===== config.mk =====
export PLATFORM = sky130hd
export DESIGN_NAME = tdc_coarse_cnt_ctrl
export DESIGN_NICKNAME = d
export VERILOG_FILES = /design/src/rtl/tdc_coarse_cnt_ctrl.sv
export SDC_FILE = /design/constraint.sdc
export NUM_CORES = 1
export LEC_CHECK = 0
export ABC_CLOCK_PERIOD_IN_PS = 4500
export CAP_MARGIN = 5
export CORE_MARGIN = 1
export CORE_UTILIZATION = 40
export DETAILED_ROUTE_END_ITERATION = 12
export GPL_TIMING_DRIVEN = 1
export PLACE_DENSITY_LB_ADDON = 0.05
export SYNTH_ARGS = -nofsm -noshare
export SYNTH_HDL_FRONTEND = slang
export SYNTH_SLANG_ARGS = --single-unit

===== constraint.sdc =====
create_clock -name Clk_In -period 4.5 [get_ports Clk_In]
set_clock_uncertainty 0.05 [all_clocks]
set_input_delay 1.35 -clock Clk_In [delete_from_list [all_inputs] [get_ports Clk_In]]
set_output_delay 1.35 -clock Clk_In [all_outputs]
set_load 0.005 [all_outputs]

===== src/rtl/tdc_coarse_cnt_ctrl.sv =====
// -----------------------------------------------------------------------------
// tdc_coarse_cnt_ctrl
//
// Sequencing controller for the TDC coarse ripple counter. For each
// measurement it pulses the ripple-counter reset and raises the TOA and TOT
// latch clocks on their hit events. After a settle window it samples the
// latched A/B counter pairs, checks that the two copies agree, and offers
// one result word to the readout through a valid/ready handshake.
//
// Parameters
//   RST_LEN  cycles Cnt_RSTN is held low per measurement (1..15)
//   SETTLE   cycles from the last latch-clock edge to sampling (1..15)
//   TIMEOUT  cycles waited in each arm state before aborting (2..255)
//
// Ports
//   Clk_In               controller clock, rising edge
//   RSTN                 asynchronous active-low reset
//   Meas_Start           one-cycle measurement request (dropped while Busy)
//   TOA_Hit, TOT_Hit     synchronous discriminator events
//   TOA_CntA/B           latched TOA ripple counter copies
//   TOT_CntA/B           latched TOT ripple counter copies
//   Cnt_RSTN             ripple counter reset, active low
//   TOA_Clk, TOT_Clk     latch clocks, one rising edge per measurement
//   Busy                 high in every state except IDLE
//   TOA_Code, TOT_Code   resolved coarse codes
//   Code_Err             [0] TOA A/B mismatch, [1] TOT A/B mismatch
//   Timeout              measurement aborted because a hit never came
//   Data_Valid           result available
//   Data_Ready           readout accepts the result
// -----------------------------------------------------------------------------
module tdc_coarse_cnt_ctrl #(
  parameter int RST_LEN = 4,
  parameter int SETTLE  = 3,
  parameter int TIMEOUT = 64
) (
  input  logic       Clk_In,
  input  logic       RSTN,
  input  logic       Meas_Start,
  input  logic       TOA_Hit,
  input  logic       TOT_Hit,
  input  logic [2:0] TOA_CntA,
  input  logic [2:0] TOA_CntB,
  input  logic [2:0] TOT_CntA,
  input  logic [2:0] TOT_CntB,
  output logic       Cnt_RSTN,
  output logic       TOA_Clk,
  output logic       TOT_Clk,
  output logic       Busy,
  output logic [2:0] TOA_Code,
  output logic [2:0] TOT_Code,
  output logic [1:0] Code_Err,
  output logic       Timeout,
  output logic       Data_Valid,
  input  logic       Data_Ready
);

  typedef enum logic [2:0] {
    ST_IDLE,
    ST_RESET,
    ST_ARM_TOA,
    ST_ARM_TOT,
    ST_SETTLE,
    ST_CAPTURE,
    ST_OUT
  } state_t;

  // One shared cycle timer serves the reset, arm and settle windows; each
  // window compares against its own last-cycle value.
  localparam logic [7:0] RST_LAST     = 8'(RST_LEN - 1);
  localparam logic [7:0] SETTLE_LAST  = 8'(SETTLE - 1);
  localparam logic [7:0] TIMEOUT_LAST = 8'(TIMEOUT - 1);

  state_t     state_reg;
  logic [7:0] timer_reg;
  logic       cnt_rstn_reg;
  logic       toa_clk_reg;
  logic       tot_clk_reg;
  logic       busy_reg;
  logic [2:0] toa_code_reg;
  logic [2:0] tot_code_reg;
  logic [1:0] code_err_reg;
  logic       timeout_reg;
  logic       data_valid_reg;

  // ---------------------------------------------------------------------------
  // Per-channel A/B consistency. Channel 0 is TOA, channel 1 is TOT.
  // The two ripple copies may legitimately differ by one count when the
  // latch edge lands on a counter transition, so (A - B) mod 8 of 0 or 1 is
  // accepted. With a 3-bit wrapping difference that is exactly "upper two
  // bits clear".
  // ---------------------------------------------------------------------------
  logic [2:0] cnt_a [2];
  logic [2:0] cnt_b [2];
  logic [1:0] err_res;

  assign cnt_a[0] = TOA_CntA;
  assign cnt_b[0] = TOA_CntB;
  assign cnt_a[1] = TOT_CntA;
  assign cnt_b[1] = TOT_CntB;

  generate
    for (genvar gi = 0; gi < 2; gi++) begin : g_chan
      logic [2:0] diff;
      assign diff        = cnt_a[gi] - cnt_b[gi];
      assign err_res[gi] = diff[2] | diff[1];
    end
  endgenerate

  // ---------------------------------------------------------------------------
  // Sequencer with registered outputs.
  // ---------------------------------------------------------------------------
  always_ff @(posedge Clk_In or negedge RSTN) begin
    if (!RSTN) begin
      state_reg      <= ST_IDLE;
      timer_reg      <= '0;
      cnt_rstn_reg   <= 1'b1;
      toa_clk_reg    <= 1'b0;
      tot_clk_reg    <= 1'b0;
      busy_reg       <= 1'b0;
      toa_code_reg   <= '0;
      tot_code_reg   <= '0;
      code_err_reg   <= '0;
      timeout_reg    <= 1'b0;
      data_valid_reg <= 1'b0;
    end else begin
      case (state_reg)
        ST_IDLE: begin
          if (Meas_Start) begin
            state_reg    <= ST_RESET;
            timer_reg    <= '0;
            cnt_rstn_reg <= 1'b0;
            busy_reg     <= 1'b1;
          end
        end

        ST_RESET: begin
          if (timer_reg == RST_LAST) begin
            state_reg    <= ST_ARM_TOA;
            timer_reg    <= '0;
            cnt_rstn_reg <= 1'b1;
          end else begin
            timer_reg <= timer_reg + 8'd1;
          end
        end

        ST_ARM_TOA: begin
          if (TOA_Hit) begin
            toa_clk_reg <= 1'b1;
            timer_reg   <= '0;
            // A coincident TOT hit is taken in the same cycle so both latch
            // clocks rise together and the TOT arm window is skipped.
            if (TOT_Hit) begin
              tot_clk_reg <= 1'b1;
              state_reg   <= ST_SETTLE;
            end else begin
              state_reg <= ST_ARM_TOT;
            end
          end else if (timer_reg == TIMEOUT_LAST) begin
            state_reg      <= ST_OUT;
            timeout_reg    <= 1'b1;
            toa_code_reg   <= '0;
            tot_code_reg   <= '0;
            code_err_reg   <= '0;
            data_valid_reg <= 1'b1;
          end else begin
            timer_reg <= timer_reg + 8'd1;
          end
        end

        ST_ARM_TOT: begin
          if (TOT_Hit) begin
            tot_clk_reg <= 1'b1;
            timer_reg   <= '0;
            state_reg   <= ST_SETTLE;
          end else if (timer_reg == TIMEOUT_LAST) begin
            // TOA_Clk is deliberately left high: it must not produce a second
            // rising edge before the handshake releases it.
            state_reg      <= ST_OUT;
            timeout_reg    <= 1'b1;
            toa_code_reg   <= '0;
            tot_code_reg   <= '0;
            code_err_reg   <= '0;
            data_valid_reg <= 1'b1;
          end else begin
            timer_reg <= timer_reg + 8'd1;
          end
        end

        ST_SETTLE: begin
          if (timer_reg == SETTLE_LAST) begin
            state_reg <= ST_CAPTURE;
          end else begin
            timer_reg <= timer_reg + 8'd1;
          end
        end

        ST_CAPTURE: begin
          // The A copy is reported in both the good and the mismatch case;
          // the error flag tells the readout whether to trust it.
          toa_code_reg   <= TOA_CntA;
          tot_code_reg   <= TOT_CntA;
          code_err_reg   <= err_res;
          timeout_reg    <= 1'b0;
          data_valid_reg <= 1'b1;
          state_reg      <= ST_OUT;
        end

        ST_OUT: begin
          // Result registers are only written on entry, so they stay stable
          // while the readout stalls. Codes and Timeout survive the handshake.
          if (Data_Ready) begin
            data_valid_reg <= 1'b0;
            toa_clk_reg    <= 1'b0;
            tot_clk_reg    <= 1'b0;
            busy_reg       <= 1'b0;
            state_reg      <= ST_IDLE;
          end
        end

        default: begin
          state_reg      <= ST_IDLE;
          timer_reg      <= '0;
          cnt_rstn_reg   <= 1'b1;
          toa_clk_reg    <= 1'b0;
          tot_clk_reg    <= 1'b0;
          busy_reg       <= 1'b0;
          data_valid_reg <= 1'b0;
        end
      endcase
    end
  end

  assign Cnt_RSTN   = cnt_rstn_reg;
  assign TOA_Clk    = toa_clk_reg;
  assign TOT_Clk    = tot_clk_reg;
  assign Busy       = busy_reg;
  assign TOA_Code   = toa_code_reg;
  assign TOT_Code   = tot_code_reg;
  assign Code_Err   = code_err_reg;
  assign Timeout    = timeout_reg;
  assign Data_Valid = data_valid_reg;

endmodule


==> impl_metrics.toml <==
[outcome]
status = "finished clean"

[sta]
relSlewSlack = 0.289
fin_tns_setup_ps = 0
setup_viol = 0
rsz0062_at_grt = "no"
min_period_ps = 2890
layout_setup_ws_ps = 1610
drv_slew = 0
worst_slew_pin_slew_ps = 1060
hold_violations = 0
fin_crit_sh = 0.643
fmax_ghz = 0.345

[logic_synthesis]
syn_area_per_cell_sq_um = 9.13
synthArstFlopShare = 1.00
synth-compound-area-share = 0.256
postSynthCellCount = 158
syn_nets = 180
synth-xor-area-share = 0.0304
synth_simple_gate_area_frac = 0.184
ys_seq_elements = 25
synth_top_family_by_area = "compound AO/OA/AOI/OAI gates"
synthMuxAreaShare = 0.00781
syn_area_sq_um = 1440
synth_edf_count = 0
synth.distinct_cells = 45
ys_seq_area_frac = 0.435
synth-main-ff-cell = "dfrtp_1"
synth_adder_area_share = 0.0451
yosys_warnings = 0

[critical_path]
path_max_fanout = 8
crit_slowest_cell = "clkdlybuf4s50_1"
path_common_cell = "nor2_1"
cp-end-kind = "register"
critPathArrivalTime_ps = 3060
crit_path_start_kind = "input pin"
worstSetupPathType = "input pin to register"
required_ps = 4670
path_cells = "clkdlybuf4s50_1, nor2b_1, a211o_1, nor2_1, nor2_1, a22o_1"
slowest_delay_ps = 460

[grt]
grtUsageTotal = 0.180
grt_max_degree = 26
antenna_found_initial = 0
grt_pass1_wl_microns = 5080
grt-ovfl-total = 0
grt_pass1_vias = 1127

[drt]
post-route-drc-count = 0
top_layer = "met4"
postRouteAntennaNets = 0
met2_length_microns = 1440
vias_per_cell = 5.46
drt_wl_total_microns = 3140
wire_per_inst_microns = 13.4
wl_met1_microns = 1550
met3WireLength_microns = 133
drt_pass1_iterations = 4
via_count = 1277
drtIter0Drc = 46

[clocking]
cts.clk_slew.worst_paths_ps = 130
cts-root-buf = "clkbuf_4"
clk_latency_ps = 310
cts_made_buffers = 3
cts_hold_buf = 0
clock_sinks = 25
tritoncts = "yes"
post_cts.repair.setup_buffers = 0
clock_path_buffers = 2
cts_resized = 0
h-tree-depth = 1

[final_layout]
antenna_cells = 0
areaGrowthSynthToFinish_pct = 25.8
finalNetCount = 211
largest_register_ffs = 8
finish.instance_area_sq_um = 1810
drive_gt1_frac = 0.0798

[floorplanning]
die_area_sq_um = 3850
start_util = 0.426
fp.dieW_microns = 62.1
ios = 32
die_h_microns = 62.1
rows = 21
core_region_area_sq_um = 3390

[job]
maxCapViolCount = 0

[place]
place_area_sq_um = 1790
dp_hpwl_microns = 2370
port_buffers = 31
dp_slack_ps = 1290
routabilityCongestion = 0.961

[pwr]
p_leak_nw = 0.750
power_density_nw_per_um2 = 537
max-vdd-ir-drop_uv = 243

[hold_path]
min_path_type = "register to register"
==> Yosys cell counts (all sizes together), types with 3 or more instances <==
| library cell | n | area share |
|---|---|---|
| dfrtp | 24 | 0.42 |
| nor2 | 18 | 0.047 |
| a21oi | 14 | 0.049 |
| nand2 | 13 | 0.034 |
| o21ai | 13 | 0.045 |
| a22o | 10 | 0.062 |
| inv | 7 | 0.018 |
| nor3 | 7 | 0.028 |
| clkbuf | 4 | 0.010 |
| nand3 | 4 | 0.014 |
| a31oi | 3 | 0.013 |
| nor2b | 3 | 0.013 |
| xnor2 | 3 | 0.018 |
==> cell families after synthesis <==
logic type / count (synthesis)
simple gates: 54
fa+ha+maj: 4
buf+inv: 14
compound gates: 55
mux: 1
flops: 25
xor+xnor: 5
==> placed cells by master (no fill, tap or decap), types with 2 or more instances in the layout <==
master / n
clkdlybuf4s50_1: 31
dfrtp_1: 24
nor2_1: 18
a21oi_1: 14
nand2_1: 13
o21ai_0: 12
a22o_1: 8
inv_1: 7
nor3_1: 6
nand3_1: 4
nor2b_1: 3
a31oi_1: 3
xnor2_1: 3
clkbuf_4: 3
o32ai_1: 2
xor2_1: 2
or3_1: 2
a22o_2: 2
o211ai_1: 2
fa_1: 2
ha_1: 2
==> critical path, delay by kind of cell <==
kind                   cells  cell delay (ps)
buffers and inverters      1              460
AOI/OAI and AO/OA          2              610
and+or+nand+nor            3              640
==> per-layer routing <==
| layer | vias to the layer above | track usage |
|---|---|---|
| met5 | - | 0 |
| met4 | 0 | 0.0571 |
| met3 | 2 | 0.0207 |
| met2 | 28 | 0.286 |
| met1 | 612 | 0.257 |
| li1 | 635 | - |
==> layout make-up <==
class	instances	area, sq um
tap	46	57.6
clock inverter	1	5.00
inverter	8	30.0
multi-input combinational	119	754
timing repair buffer	32	318
fill	304	1580
clock buffer	3	22.5
sequential	25	627
==> worst paths after layout <==
check	cells past startpoint	slack [ps]	end	start
max	6	1610	Code_Err[0]	TOA_Hit
min	1	460	TOA_Code[1]	TOA_Code[1]
max reg2reg	4	2100	Code_Err[0]	state_reg[2]
min reg2reg	1	460	TOA_Code[1]	TOA_Code[1]
max in group asynchronous	2	2150	Cnt_RSTN	RSTN
min in group asynchronous	1	1550	timer_reg[2]	RSTN
==> power breakdown <==
part	switching, mW	internal (mW)	total (mW)
logic	0.217	0.264	0.481
clock network	0.0650	0.0332	0.0982
registers	0.0935	0.301	0.395
==> through the flow <==
step,power [mW],util,hold slack [ps],instances
6_report,0.974,0.535,465,234
5_1_grt,1.07,0.535,497,234
4_1_cts,0.988,0.535,472,234
3_5_place_dp,0.881,0.527,437,230
3_3_place_gp,0.880,0.527,435,230
2_1_floorplan,0.702,-,439,158
Note: power is estimated with default switching activity, not from simulation.
